[config.mk]
export PLATFORM = sky130hd
export DESIGN_NAME = mulred_acc
export DESIGN_NICKNAME = d
export VERILOG_FILES = /design/src/rtl/sparrow_pkg.sv /design/src/rtl/mulred_acc_tree.sv /design/src/rtl/mulred_acc.sv
export SDC_FILE = /design/constraint.sdc
export NUM_CORES = 1
export LEC_CHECK = 0
export CORE_UTILIZATION = 30
export DETAILED_ROUTE_END_ITERATION = 12
export GPL_ROUTABILITY_DRIVEN = 1
export PLACE_DENSITY = 0.46
export SYNTH_ARGS = -nofsm -noshare
export SYNTH_HDL_FRONTEND = slang
export SYNTH_SLANG_ARGS = --single-unit
[constraint.sdc]
create_clock -name clk -period 5.95 [get_ports clk]
set_clock_uncertainty 0.15 [all_clocks]
set_input_delay 1.4875 -clock clk [delete_from_list [all_inputs] [get_ports clk]]
set_output_delay 1.4875 -clock clk [all_outputs]
set_load 0.05 [all_outputs]
[src/rtl/sparrow_pkg.sv]
// Shared SPARROW types: lane component, multiply-reduce op encoding,
// per-beat control and result flag structs, 16-bit clamp limits.
package sparrow;

   typedef logic [15:0] high_prec_component;

   typedef enum logic [1:0] {
      MR_SUM = 2'd0,
      MR_MAX = 2'd1,
      MR_MIN = 2'd2,
      MR_RSV = 2'd3
   } mulred_op_type;

   typedef struct packed {
      mulred_op_type op;
      logic          sign;
      logic          sat;
      logic          acc_en;
      logic          acc_clr;
   } mulred_in_type;

   typedef struct packed {
      logic sum_ovf;
      logic clamped;
   } mulred_out_type;

   localparam high_prec_component S16MAX = 16'h7FFF;
   localparam high_prec_component S16MIN = 16'h8000;
   localparam high_prec_component U16MAX = 16'hFFFF;

endpackage

[src/rtl/mulred_acc_tree.sv]
// Combinational log2(NLANES)-level reduction of the product lanes by
// SUM/MAX/MIN after extension to ACC_W; the reserved op reduces to zero.
module mulred_tree
   import sparrow::*;
#(
   parameter int NLANES = 4,
   parameter int ACC_W  = 24
) (
   input  logic [NLANES*16-1:0] prod,
   input  logic [1:0]           op,
   input  logic                 sign,
   output logic [ACC_W-1:0]     red
);

   localparam int LVLS = $clog2(NLANES);

   logic [ACC_W-1:0]   lvl [LVLS+1][NLANES];
   high_prec_component lane;
   mulred_op_type      op_e;

   function automatic logic [ACC_W-1:0] pick(input logic [ACC_W-1:0] a,
                                             input logic [ACC_W-1:0] b,
                                             input mulred_op_type    o,
                                             input logic             s);
      logic a_gt;
      a_gt = s ? ($signed(a) > $signed(b)) : (a > b);
      case (o)
         MR_SUM:  return a + b;
         MR_MAX:  return a_gt ? a : b;
         MR_MIN:  return a_gt ? b : a;
         default: return '0;
      endcase
   endfunction

   always_comb begin
      op_e = mulred_op_type'(op);
      lane = '0;
      for (int l = 0; l <= LVLS; l++)
         for (int i = 0; i < NLANES; i++)
            lvl[l][i] = '0;
      for (int i = 0; i < NLANES; i++) begin
         lane = prod[16*i +: 16];
         lvl[0][i] = sign ? {{(ACC_W-16){lane[15]}}, lane} : {{(ACC_W-16){1'b0}}, lane};
      end
      // ACC_W leaves headroom for log2(NLANES) carries, so the SUM tree never wraps
      for (int l = 0; l < LVLS; l++)
         for (int i = 0; i < (NLANES >> (l+1)); i++)
            lvl[l+1][i] = pick(lvl[l][2*i], lvl[l][2*i+1], op_e, sign);
      red = (op_e == MR_RSV) ? '0 : lvl[LVLS][0];
   end

endmodule

[src/rtl/mulred_acc.sv]
// Two-stage reduce/accumulate pipeline with optional 16-bit saturation.
// SPARROW_MULRED_OVF_EN adds a sticky ovf output (sum overflow or clamp).
module mulred_acc
   import sparrow::*;
#(
   parameter int NLANES = 4,
   parameter int ACC_W  = 24
) (
   input  logic                 clk,
   input  logic                 rstn,
   input  logic                 in_valid,
   output logic                 in_ready,
   input  logic [NLANES*16-1:0] prod,
   input  logic [1:0]           op,
   input  logic                 sign,
   input  logic                 sat,
   input  logic                 acc_en,
   input  logic                 acc_clr,
   output logic                 out_valid,
   input  logic                 out_ready,
   output logic [ACC_W-1:0]     out_res
`ifdef SPARROW_MULRED_OVF_EN
   ,
   output logic                 ovf
`endif
);

   localparam logic [ACC_W-1:0] SMAX_W = {{(ACC_W-16){1'b0}}, S16MAX};
   localparam logic [ACC_W-1:0] SMIN_W = {{(ACC_W-16){1'b1}}, S16MIN};
   localparam logic [ACC_W-1:0] UMAX_W = {{(ACC_W-16){1'b0}}, U16MAX};

   logic                 s1_valid_q, s1_valid_d;
   logic [ACC_W-1:0]     s1_red_q,   s1_red_d;
   mulred_in_type        s1_ctl_q,   s1_ctl_d;
   logic                 out_valid_q, out_valid_d;
   logic [ACC_W-1:0]     out_res_q,  out_res_d;
   logic [ACC_W-1:0]     acc_q,      acc_d;

   logic [ACC_W-1:0]     red, comb_val, new_val, sat_val;
   logic                 s2_load, acc_gt, do_acc;

   mulred_tree #(.NLANES(NLANES), .ACC_W(ACC_W)) u_tree (
      .prod (prod),
      .op   (op),
      .sign (sign),
      .red  (red)
   );

   always_comb begin
      s2_load    = s1_valid_q && (!out_valid_q || out_ready);
      in_ready   = !s1_valid_q || s2_load;
      s1_valid_d = in_ready ? in_valid : s1_valid_q;
      s1_red_d   = s1_red_q;
      s1_ctl_d   = s1_ctl_q;
      if (in_valid && in_ready) begin
         s1_red_d         = red;
         s1_ctl_d.op      = mulred_op_type'(op);
         s1_ctl_d.sign    = sign;
         s1_ctl_d.sat     = sat;
         s1_ctl_d.acc_en  = acc_en;
         s1_ctl_d.acc_clr = acc_clr;
      end

      acc_gt = s1_ctl_q.sign ? ($signed(acc_q) > $signed(s1_red_q)) : (acc_q > s1_red_q);
      case (s1_ctl_q.op)
         MR_SUM:  comb_val = acc_q + s1_red_q;
         MR_MAX:  comb_val = acc_gt ? acc_q : s1_red_q;
         MR_MIN:  comb_val = acc_gt ? s1_red_q : acc_q;
         default: comb_val = acc_q;
      endcase
      do_acc  = s1_ctl_q.acc_en && !s1_ctl_q.acc_clr;
      new_val = do_acc ? comb_val : s1_red_q;

      sat_val = new_val;
      if (s1_ctl_q.sat) begin
         if (s1_ctl_q.sign) begin
            if ($signed(new_val) > $signed(SMAX_W))
               sat_val = SMAX_W;
            else if ($signed(new_val) < $signed(SMIN_W))
               sat_val = SMIN_W;
         end else if (new_val > UMAX_W) begin
            sat_val = UMAX_W;
         end
      end

      out_valid_d = s2_load || (out_valid_q && !out_ready);
      out_res_d   = s2_load ? sat_val : out_res_q;
      // accumulator keeps the unsaturated value; plain (non-acc) beats leave it alone
      acc_d       = (s2_load && (s1_ctl_q.acc_clr || s1_ctl_q.acc_en)) ? new_val : acc_q;
   end

   always_ff @(posedge clk or negedge rstn) begin
      if (!rstn) begin
         s1_valid_q  <= 1'b0;
         s1_red_q    <= '0;
         s1_ctl_q    <= '0;
         out_valid_q <= 1'b0;
         out_res_q   <= '0;
         acc_q       <= '0;
      end else begin
         s1_valid_q  <= s1_valid_d;
         s1_red_q    <= s1_red_d;
         s1_ctl_q    <= s1_ctl_d;
         out_valid_q <= out_valid_d;
         out_res_q   <= out_res_d;
         acc_q       <= acc_d;
      end
   end

   assign out_valid = out_valid_q;
   assign out_res   = out_res_q;

`ifdef SPARROW_MULRED_OVF_EN
   logic [ACC_W:0]  sum_ext;
   mulred_out_type  flags;
   logic            ovf_q, ovf_d;

   always_comb begin
      sum_ext       = {1'b0, acc_q} + {1'b0, s1_red_q};
      flags.sum_ovf = 1'b0;
      if (do_acc && (s1_ctl_q.op == MR_SUM))
         flags.sum_ovf = s1_ctl_q.sign
            ? ((acc_q[ACC_W-1] == s1_red_q[ACC_W-1]) && (sum_ext[ACC_W-1] != acc_q[ACC_W-1]))
            : sum_ext[ACC_W];
      flags.clamped = (sat_val != new_val);
      ovf_d = ovf_q;
      // a clearing beat drops the old flag but may raise it again itself
      if (s2_load)
         ovf_d = (ovf_q && !s1_ctl_q.acc_clr) || flags.sum_ovf || flags.clamped;
   end

   always_ff @(posedge clk or negedge rstn) begin
      if (!rstn) ovf_q <= 1'b0;
      else       ovf_q <= ovf_d;
   end

   assign ovf = ovf_q;
`endif

endmodule

==> results of run 1 <==
==> cells in the final DEF (no fill, tap or decap), types with 9 or more instances in the layout <==
master                            instances
sky130_fd_sc_hd__a221o_1                 16
sky130_fd_sc_hd__o21ai_1                 16
sky130_fd_sc_hd__mux2i_1                 53
sky130_fd_sc_hd__a221oi_1                10
sky130_fd_sc_hd__inv_1                  128
sky130_fd_sc_hd__o21bai_1                16
sky130_fd_sc_hd__nand4_1                 18
sky130_fd_sc_hd__o22ai_1                 31
sky130_fd_sc_hd__clkdlybuf4s50_1         44
sky130_fd_sc_hd__a21oi_1                 98
sky130_fd_sc_hd__buf_6                   10
sky130_fd_sc_hd__ha_1                   133
sky130_fd_sc_hd__dlymetal6s2s_1          17
sky130_fd_sc_hd__nor3_1                  19
sky130_fd_sc_hd__ha_4                    29
sky130_fd_sc_hd__nor2b_1                 20
sky130_fd_sc_hd__clkbuf_16               11
sky130_fd_sc_hd__mux2_2                  17
sky130_fd_sc_hd__or3_1                   11
sky130_fd_sc_hd__xnor2_1                 36
sky130_fd_sc_hd__nand2b_1                33
sky130_fd_sc_hd__nand2_1                102
sky130_fd_sc_hd__a22oi_1                 19
sky130_fd_sc_hd__a21o_1                  26
sky130_fd_sc_hd__dlygate4sd2_1           22
sky130_fd_sc_hd__o21a_1                   9
sky130_fd_sc_hd__dfrtp_1                 80
sky130_fd_sc_hd__o21ai_2                 10
sky130_fd_sc_hd__o22ai_2                 10
sky130_fd_sc_hd__nand3_1                 20
sky130_fd_sc_hd__nor2_1                 177
sky130_fd_sc_hd__a21oi_2                 34
sky130_fd_sc_hd__buf_4                  417
sky130_fd_sc_hd__o211ai_1                24
sky130_fd_sc_hd__xor2_1                  21
sky130_fd_sc_hd__inv_2                   19
sky130_fd_sc_hd__o21ai_0                 71
==> metrics by stage <==
stage / area, µm² / worst slack [ns] / std cells / TNS (ns)
CTS: 18000 / -1.16 / 2610 / -24.79
finish: 18600 / -1.03 / 2626 / -22.14
global route: 18600 / -1.28 / 2626 / -28.38
detailed placement: 16700 / -2.16 / 2551 / -49.15
global placement: 16700 / -2.09 / 2551 / -47.52
floorplan: 12600 / -1.06 / 1627 / -22.20
==> routing by layer <==
layer / vias to the layer above / routed length (µm) / GRT usage
met5: - / 0 / 0
met4: 0 / 1270 / 0.0682
met3: 59 / 1410 / 0.0224
met2: 283 / 23200 / 0.395
met1: 6516 / 22500 / 0.304
li1: 6827 / - / -
==> cell type report <==
| cell class | count | area share |
|---|---|---|
| multi-input combinational | 1319 | 0.565 |
| timing repair buffer | 538 | 0.241 |
| sequential | 80 | 0.108 |
| tap | 525 | 0.0353 |
| inverter | 148 | 0.0300 |
| clock buffer | 9 | 0.0121 |
| clock inverter | 7 | 0.00895 |
==> power breakdown <==
part	switching (mW)	leakage (nW)	total [mW]	internal (mW)
Combinational	2.63	7.56	4.74	2.11
Sequential	0.241	0.995	0.995	0.754
Clock	0.249	0.186	0.746	0.496
==> logic make-up (layout without fill, tap and decap cells) <==
family / count (synthesis) / after routing / share of synthesized area
buffers and inverters: 228 / 702 / 0.0730
xor gates and xnor gates: 59 / 59 / 0.0420
adders and majority gates: 167 / 167 / 0.172
AOI/OAI and AO/OA: 527 / 527 / 0.291
and+or+nand+nor: 485 / 485 / 0.189
muxes: 81 / 81 / 0.0701
DFF: 80 / 80 / 0.163
==> worst max-delay path: cells and delay by family <==
family / cells / cell delay (ns)
adder cells (fa/ha/maj): 2 / 0.47
XOR/XNOR: 1 / 0.19
buffers and inverters: 5 / 0.71
AND/OR/NAND/NOR: 5 / 1.13
AO/OA/AOI/OAI: 17 / 3.09
==> sequential cells by signal, summed over array words and instances, names as in the netlist <==
signal      count
out_valid       1
out_res        24
acc_q          24
s1_red_q       24
s1_valid_q      1
s1_ctl_q        6
==> how the worst max path moves through the flow <==
stage / from / end / slack (ns) / cells after the start
6_report: prod[17] / s1_red_q[19]$_DFFE_PN0P_ / -1.03 / 30
5_1_grt: prod[52] / s1_red_q[23]$_DFFE_PN0P_ / -1.28 / 30
4_1_cts: sign / s1_red_q[22]$_DFFE_PN0P_ / -1.16 / 31
3_5_place_dp: prod[47] / s1_red_q[23]$_DFFE_PN0P_ / -2.16 / 28
3_3_place_gp: prod[47] / s1_red_q[22]$_DFFE_PN0P_ / -2.09 / 26
2_1_floorplan: sign / s1_red_q[17]$_DFFE_PN0P_ / -1.06 / 32
==> what timing repair did <==
action,CTS,global route
setup buffers,42,22
gates resized for setup,169,125
cloned,2,1
pin swaps,67,70
endpoints found under the setup margin,24,26
==> out/results.md, run 1 <==
| Stage | Item | Value |
|---|---|---|
| clock tree | Worst skew pair latency | 0.36 ns |
| setup path | Worst Reg-to-Reg Cells | 19 |
| logic synthesis | Syn Nets | 1868 |
| logic synthesis | Unique masters post-synth | 86 |
| routing | DRC viols | 0 |
| logic synthesis | Largest area contributor in the synthesized netlist | sky130_fd_sc_hd__ha_1 |
| logic synthesis | Proportion of synthesized flip-flops having asynchronous set or reset | 1.00 |
| setup path | Endpoint of the worst-slack reg-to-reg timing path | out_res[1]$_DFFE_PN0P_ |
| logic synthesis | Yosys top cell area share | 0.166 |
| layout | Fraction of final layout cells sized beyond drive strength 1 | 0.330 |
| clock tree | Root buffer cell | sky130_fd_sc_hd__clkbuf_16 |
| global route | GRT Residual Overflow | 0 |
| timing | Setup slack after layout | -1.03 ns |
| routing | Starting DRT DRC Count | 1048 |
| setup path | Critical Path Slowest Stage Cell | sky130_fd_sc_hd__a221o_2 |
| timing | Number of setup violations in the final report | 24 |
| global route | Total routing usage reported by global routing | 0.231 |
| logic synthesis | Summed instance area of the synthesized netlist | 12300 µm² |
| power | Leakage power of the design | 8.74 nW |
| timing | Slew at the pin with the worst max-slew slack | 0.862 ns |
| setup path | Highest net fanout along the worst path | 7 |
| layout | Post-layout nets | 2337 |
| status | Outcome | complete, but fails checks |
| logic synthesis | Register area share after synthesis | 0.163 |
| die | Vertical extent of the die | 205 µm |
| global route | Via count of the first global-routing pass | 13500 |
| clock tree | CTS tree | done |
| timing | Min Clock Period, post-route | 6.98 ns |
| routing | Number of vias per cell | 5.21 |
| timing | Hold Violations, Final | 0 |
| place | Final weighted congestion of routability-driven global placement | 0.899 |
| logic synthesis | Post-synth EDFFs | 0 |
| clock tree | Clock input transition at the sequential cells of the worst setup and hold paths | 0.06 ns |
| die | Row Count | 73 |
| layout | Fill cell instance count of the final layout | 4018 |
| timing | Pins Over Slew Limit | 0 |
| hold path | Worst hold-check path type | reg -> reg |
| layout | Sequential cell area | 2000 µm² |
| layout | Final core utilization | 0.464 |
| setup path | Data required, critical path | 6.07 ns |
| timing | Slew Limit Headroom | 0.419 |
| power | Worst vdd ir | 0.000195 V |
| global route | Number of antenna violations at the first check in global routing | 0 |
| setup path | Longest individual stage delay on the worst path | 0.48 ns |
| clock tree | Clock sinks | 80 |
| logic synthesis | Number of instances in the synthesized netlist | 1627 |
| die | Num ports | 100 |
| clock tree | Clock Path Buffers | 2 |
| place | Count of buffers from port buffering | 99 |
| logic synthesis | Synth area leaders | sky130_fd_sc_hd__ha_1 (17%), sky130_fd_sc_hd__dfrtp_1 (16%), sky130_fd_sc_hd__nor2_1 (5.5%) |
| logic synthesis | Register bit count reported by yosys | 80 |
| timing | Post-route fraction of the period consumed by the critical path | 1.17 |
| clock tree | Level count of the clock H-tree | 3 |
| layout | Synth-to-Final Area Change | 51.1% |
| die | Horiz. Die Dim | 205 µm |
| logic synthesis | Synthesized area divided by synthesized cell count | 7.57 µm² |
| layout | Multi-input gate area | 10500 µm² |
| hold path | Hold Path Cell Cnt | 2 |
| setup path | Kind of capture point of the worst setup path | flop |
| setup path | Critical Setup Path Class | in -> reg |
| routing | Final WL | 48400 µm |
| routing | Remaining antenna violation count | 0 |
| logic synthesis | Dominant synthesized flop cell | sky130_fd_sc_hd__dfrtp_1 |
| hold path | Launch instance of the worst min-delay path | out_res[22]$_DFFE_PN0P_ |
| timing | Unrepaired setup endpoints after global routing | yes |
| setup path | Critical Path Start Type | input port |
| die | Starting density of the core | 0.307 |
| timing | WHS | 0.334 ns |
| routing | Via count of the routed design | 13700 |
| die | DIE AREA | 41800 µm² |
| routing | Post-DR wirelength/cell | 18.4 µm |
| clock tree | Quantity of hold-fixing buffers added after cts | 0 |
| hold path | Hold Path Sink | out_res[22]$_DFFE_PN0P_ |
| setup path | Cell mode on critical path | sky130_fd_sc_hd__a21o_1 |
| layout | Ant. Diodes | 0 |
| power | Power Total | 6.48 mW |
| logic synthesis | Leading cell types by count after synthesis | sky130_fd_sc_hd__nor2_1 (180), sky130_fd_sc_hd__ha_1 (163), sky130_fd_sc_hd__inv_1 (148) |
| global route | Global-route wire length before repair | 75400 µm |
| power | PD cells | 348 nW/µm² |
| logic synthesis | Most numerous cell in the Yosys netlist | sky130_fd_sc_hd__nor2_1 |
| clock tree | CTS Buf Count | 9 |
| setup path | Critical path data arrival time | 7.10 ns |
| place | DP Wirelength | 38800 µm |
| logic synthesis | Ys Warns | 0 |
| setup path | Worst R2R Setup Slack | 0.42 ns |
| global route | Pin count of the biggest net entering global routing | 45 |
| status | Violations in the final reports | setup timing |
| die | Core Footprint | 40100 µm² |
| setup path | Critical register-to-register path startpoint | s1_red_q[4]$_DFFE_PN0P_ |
| routing | Number of iterations in the first detailed-routing pass | 7 |
| timing | Peak clock frequency supported by timing | 143 MHz |
| flow run | Max-cap viol count | 0 |
No activity file was read; power rests on OpenSTA's default activity.
==> inputs of run 2 (changes only) <==
--- a/config.mk
+++ b/config.mk
@@ -7,8 +7,9 @@
 export LEC_CHECK = 0
 export CORE_UTILIZATION = 30
 export DETAILED_ROUTE_END_ITERATION = 12
+export DONT_BUFFER_PORTS = 1
 export GPL_ROUTABILITY_DRIVEN = 1
-export PLACE_DENSITY = 0.46
+export PLACE_DENSITY = 0.43
 export SYNTH_ARGS = -nofsm -noshare
 export SYNTH_HDL_FRONTEND = slang
 export SYNTH_SLANG_ARGS = --single-unit
==> run 2 against run 1 <==
  * The run still ends with setup timing left
  * Sequential share of layout area up 1.0 points
  * Non-clock buffer count down 149
  * Combinational power down 13%
  * Count of clock-buffer cells in the layout unchanged
  * Global-route usage down 0.23 points
  * Routed wire length down 1.3%
  * Core utilization down 4.1 points
  * Critical path depth down 1
  * Fmax up 5.9%
  * Largest power group unchanged
==> out/results.md, run 2 (synthesis results as in run 1) <==
| Stage | Item | Value |
|---|---|---|
| status | Outcome | complete, but fails checks |
| status | Violations in the final reports | setup timing |
| setup path | Buf/Inv on CP | 5 |
| global route | Global-route wire length before repair | 74600 µm |
| timing | Hold Violations, Final | 0 |
| timing | Slew Limit Headroom | 0.428 |
| timing | Min Clock Period, post-route | 6.59 ns |
| clock tree | Clock sinks | 80 |
| setup path | Critical Path Slowest Stage Cell | sky130_fd_sc_hd__a221o_2 |
| layout | Most frequent cells in the layout | sky130_fd_sc_hd__buf_4 (371), sky130_fd_sc_hd__nor2_1 (176), sky130_fd_sc_hd__ha_1 (138) |
| die | Core Footprint | 40100 µm² |
| die | Horiz. Die Dim | 205 µm |
| routing | Post-DR wirelength/cell | 19.3 µm |
| global route | Number of antenna violations at the first check in global routing | 0 |
| die | Row Count | 73 |
| place | Final weighted congestion of routability-driven global placement | 0.890 |
| setup path | Critical Setup Path Class | in -> reg |
| routing | Routed length on met1 | 21700 µm |
| clock tree | CTS tree | done |
| layout | Post-route non-filler standard cell count | 2477 |
| place | Setup WS pre-CTS | -1.48 ns |
| timing | Setup slack after layout | -0.638 ns |
| layout | Synth-to-Final Area Change | 37.8% |
| place | DP Wirelength | 38000 µm |
| timing | Pins Over Slew Limit | 0 |
| routing | Number of vias per cell | 5.29 |
| layout | Ant. Diodes | 0 |
| routing | Top routing layer used | met4 |
| clock tree | Root buffer cell | sky130_fd_sc_hd__clkbuf_16 |
| timing | Number of setup violations in the final report | 24 |
| power | Worst vdd ir | 0.000169 V |
| setup path | Highest net fanout along the worst path | 7 |
| hold path | Worst hold-check path type | reg -> reg |
| flow run | Max-cap viol count | 0 |
| clock tree | Level count of the clock H-tree | 3 |
| setup path | Levels on crit path | 29 |
| setup path | Top cell family by delay on the critical path | simple AND/OR/NAND/NOR gates |
| clock tree | Clock Path Buffers | 2 |
| setup path | Kind of capture point of the worst setup path | flop |
| clock tree | CTS Buf Count | 9 |
| routing | Remaining antenna violation count | 0 |
| place | Count of buffers from port buffering | 0 |
| die | Num ports | 100 |
| setup path | Data required, critical path | 6.06 ns |
| timing | Unrepaired setup endpoints after global routing | yes |
| layout | Fraction of final layout cells sized beyond drive strength 1 | 0.316 |
| die | Vertical extent of the die | 205 µm |
| routing | Number of iterations in the first detailed-routing pass | 6 |
| timing | Slew at the pin with the worst max-slew slack | 0.858 ns |
| global route | GRT Residual Overflow | 0 |
| die | Starting density of the core | 0.307 |
| timing | Post-route fraction of the period consumed by the critical path | 1.11 |
| power | PD cells | 351 nW/µm² |
| setup path | Critical path data arrival time | 6.70 ns |
| routing | Starting DRT DRC Count | 781 |
| global route | Via count of the first global-routing pass | 13100 |
| setup path | Worst Reg-to-Reg Cells | 19 |
| timing | Final setup TNS | -12.98 ns |
| setup path | Longest individual stage delay on the worst path | 0.45 ns |
| setup path | Critical Path Start Type | input port |
| layout | Most common library cell in the layout ignoring fill and taps | sky130_fd_sc_hd__buf_4 |
| clock tree | Clock input transition at the sequential cells of the worst setup and hold paths | 0.06 ns |
| clock tree | Worst skew pair latency | 0.36 ns |
| routing | Via count of the routed design | 13100 |
| routing | DRC viols | 0 |
| layout | Fill cell instance count of the final layout | 4087 |
| place | Cell Count Post-Placement | 2395 |
| global route | Total routing usage reported by global routing | 0.228 |
| layout | Post-layout nets | 2188 |
| timing | Peak clock frequency supported by timing | 152 MHz |
| routing | Met2 WL post-DR | 23200 µm |
| hold path | Hold Path Cell Cnt | 1 |
| routing | Final WL | 47800 µm |
| routing | Routed length on met3 | 1850 µm |
| power | Leakage power of the design | 7.82 nW |
| die | DIE AREA | 41800 µm² |
| global route | Pin count of the biggest net entering global routing | 81 |
## run 2: cell types whose count changed in the layout (fill, tap and decap cells not counted), sizes merged, moves of 5 or more
| cell | before | now |
|---|---|---|
| buf | 442 | 388 |
| clkdlybuf4s50 | 44 | 0 |
| dlygate4sd2 | 22 | 0 |
| dlymetal6s2s | 17 | 0 |
| clkbuf | 16 | 10 |
| bufinv | 5 | 0 |
| clkdlybuf4s15 | 5 | 0 |
## run 2: cell type report
type	count	area (µm²)	area share
multi-input cells	1319	10400	0.612
inverters	148	564	0.0333
well taps	525	657	0.0387
flip-flops and latches	80	2000	0.118
clock buffers	9	225	0.0133
repair buffers	389	3070	0.181
clock inverters	7	57.6	0.00339
## run 2: repair_timing
action | 4_1_cts | 5_1_grt
setup buffers | 41 | 25
cloned | 1 | 1
hold buffers | 0 | 0
resized for setup | 118 | 75
setup endpoints to repair | 24 | 26
pin swaps | 47 | 54
## run 2: through the flow
stage	util	hold WS [ns]	area [µm²]	total power, mW
after floorplan	-	0.321	12600	3.78
after global placement	0.381	0.337	15300	5.08
after detailed placement	0.381	0.353	15300	5.11
after CTS	0.409	0.372	16400	5.84
after global routing	0.423	0.383	17000	6.40
final	0.423	0.367	17000	5.95
## run 2: routing by layer
layer,track usage,vias up
li1,-,6531
met1,0.295,6247
met2,0.402,277
met3,0.0258,47
met4,0.0554,0
met5,0,-
## run 2: report_power, final
part | internal [mW] | switching (mW) | total (mW)
clock | 0.286 | 0.252 | 0.538
combinational | 1.91 | 2.22 | 4.13
sequential | 0.749 | 0.539 | 1.29
total | 2.94 | 3.01 | 5.95
## run 2: final timing paths
kind,from,endpoint,slack [ns]
setup / recovery,prod[47],s1_red_q[19]$_DFFE_PN0P_,-0.64
hold / removal,s1_valid_q$_DFFE_PN0N_,out_valid$_DFF_PN0_,0.37
setup reg to reg,s1_red_q[4]$_DFFE_PN0P_,out_res[0]$_DFFE_PN0P_,0.35
hold reg to reg,s1_valid_q$_DFFE_PN0N_,out_valid$_DFF_PN0_,0.37
max in group asynchronous,rstn,out_res[20]$_DFFE_PN0P_,4.82
min in group asynchronous,rstn,acc_q[7]$_DFFE_PN0P_,0.66
==> inputs of run 3 (changes only) <==
--- a/config.mk
+++ b/config.mk
@@ -10,6 +10,7 @@
 export DONT_BUFFER_PORTS = 1
 export GPL_ROUTABILITY_DRIVEN = 1
 export PLACE_DENSITY = 0.43
+export SLEW_MARGIN = 20
 export SYNTH_ARGS = -nofsm -noshare
 export SYNTH_HDL_FRONTEND = slang
 export SYNTH_SLANG_ARGS = --single-unit
==> results of run 3 <==
Same layout as run 2: the final DEF is identical, and so are final timing and power.
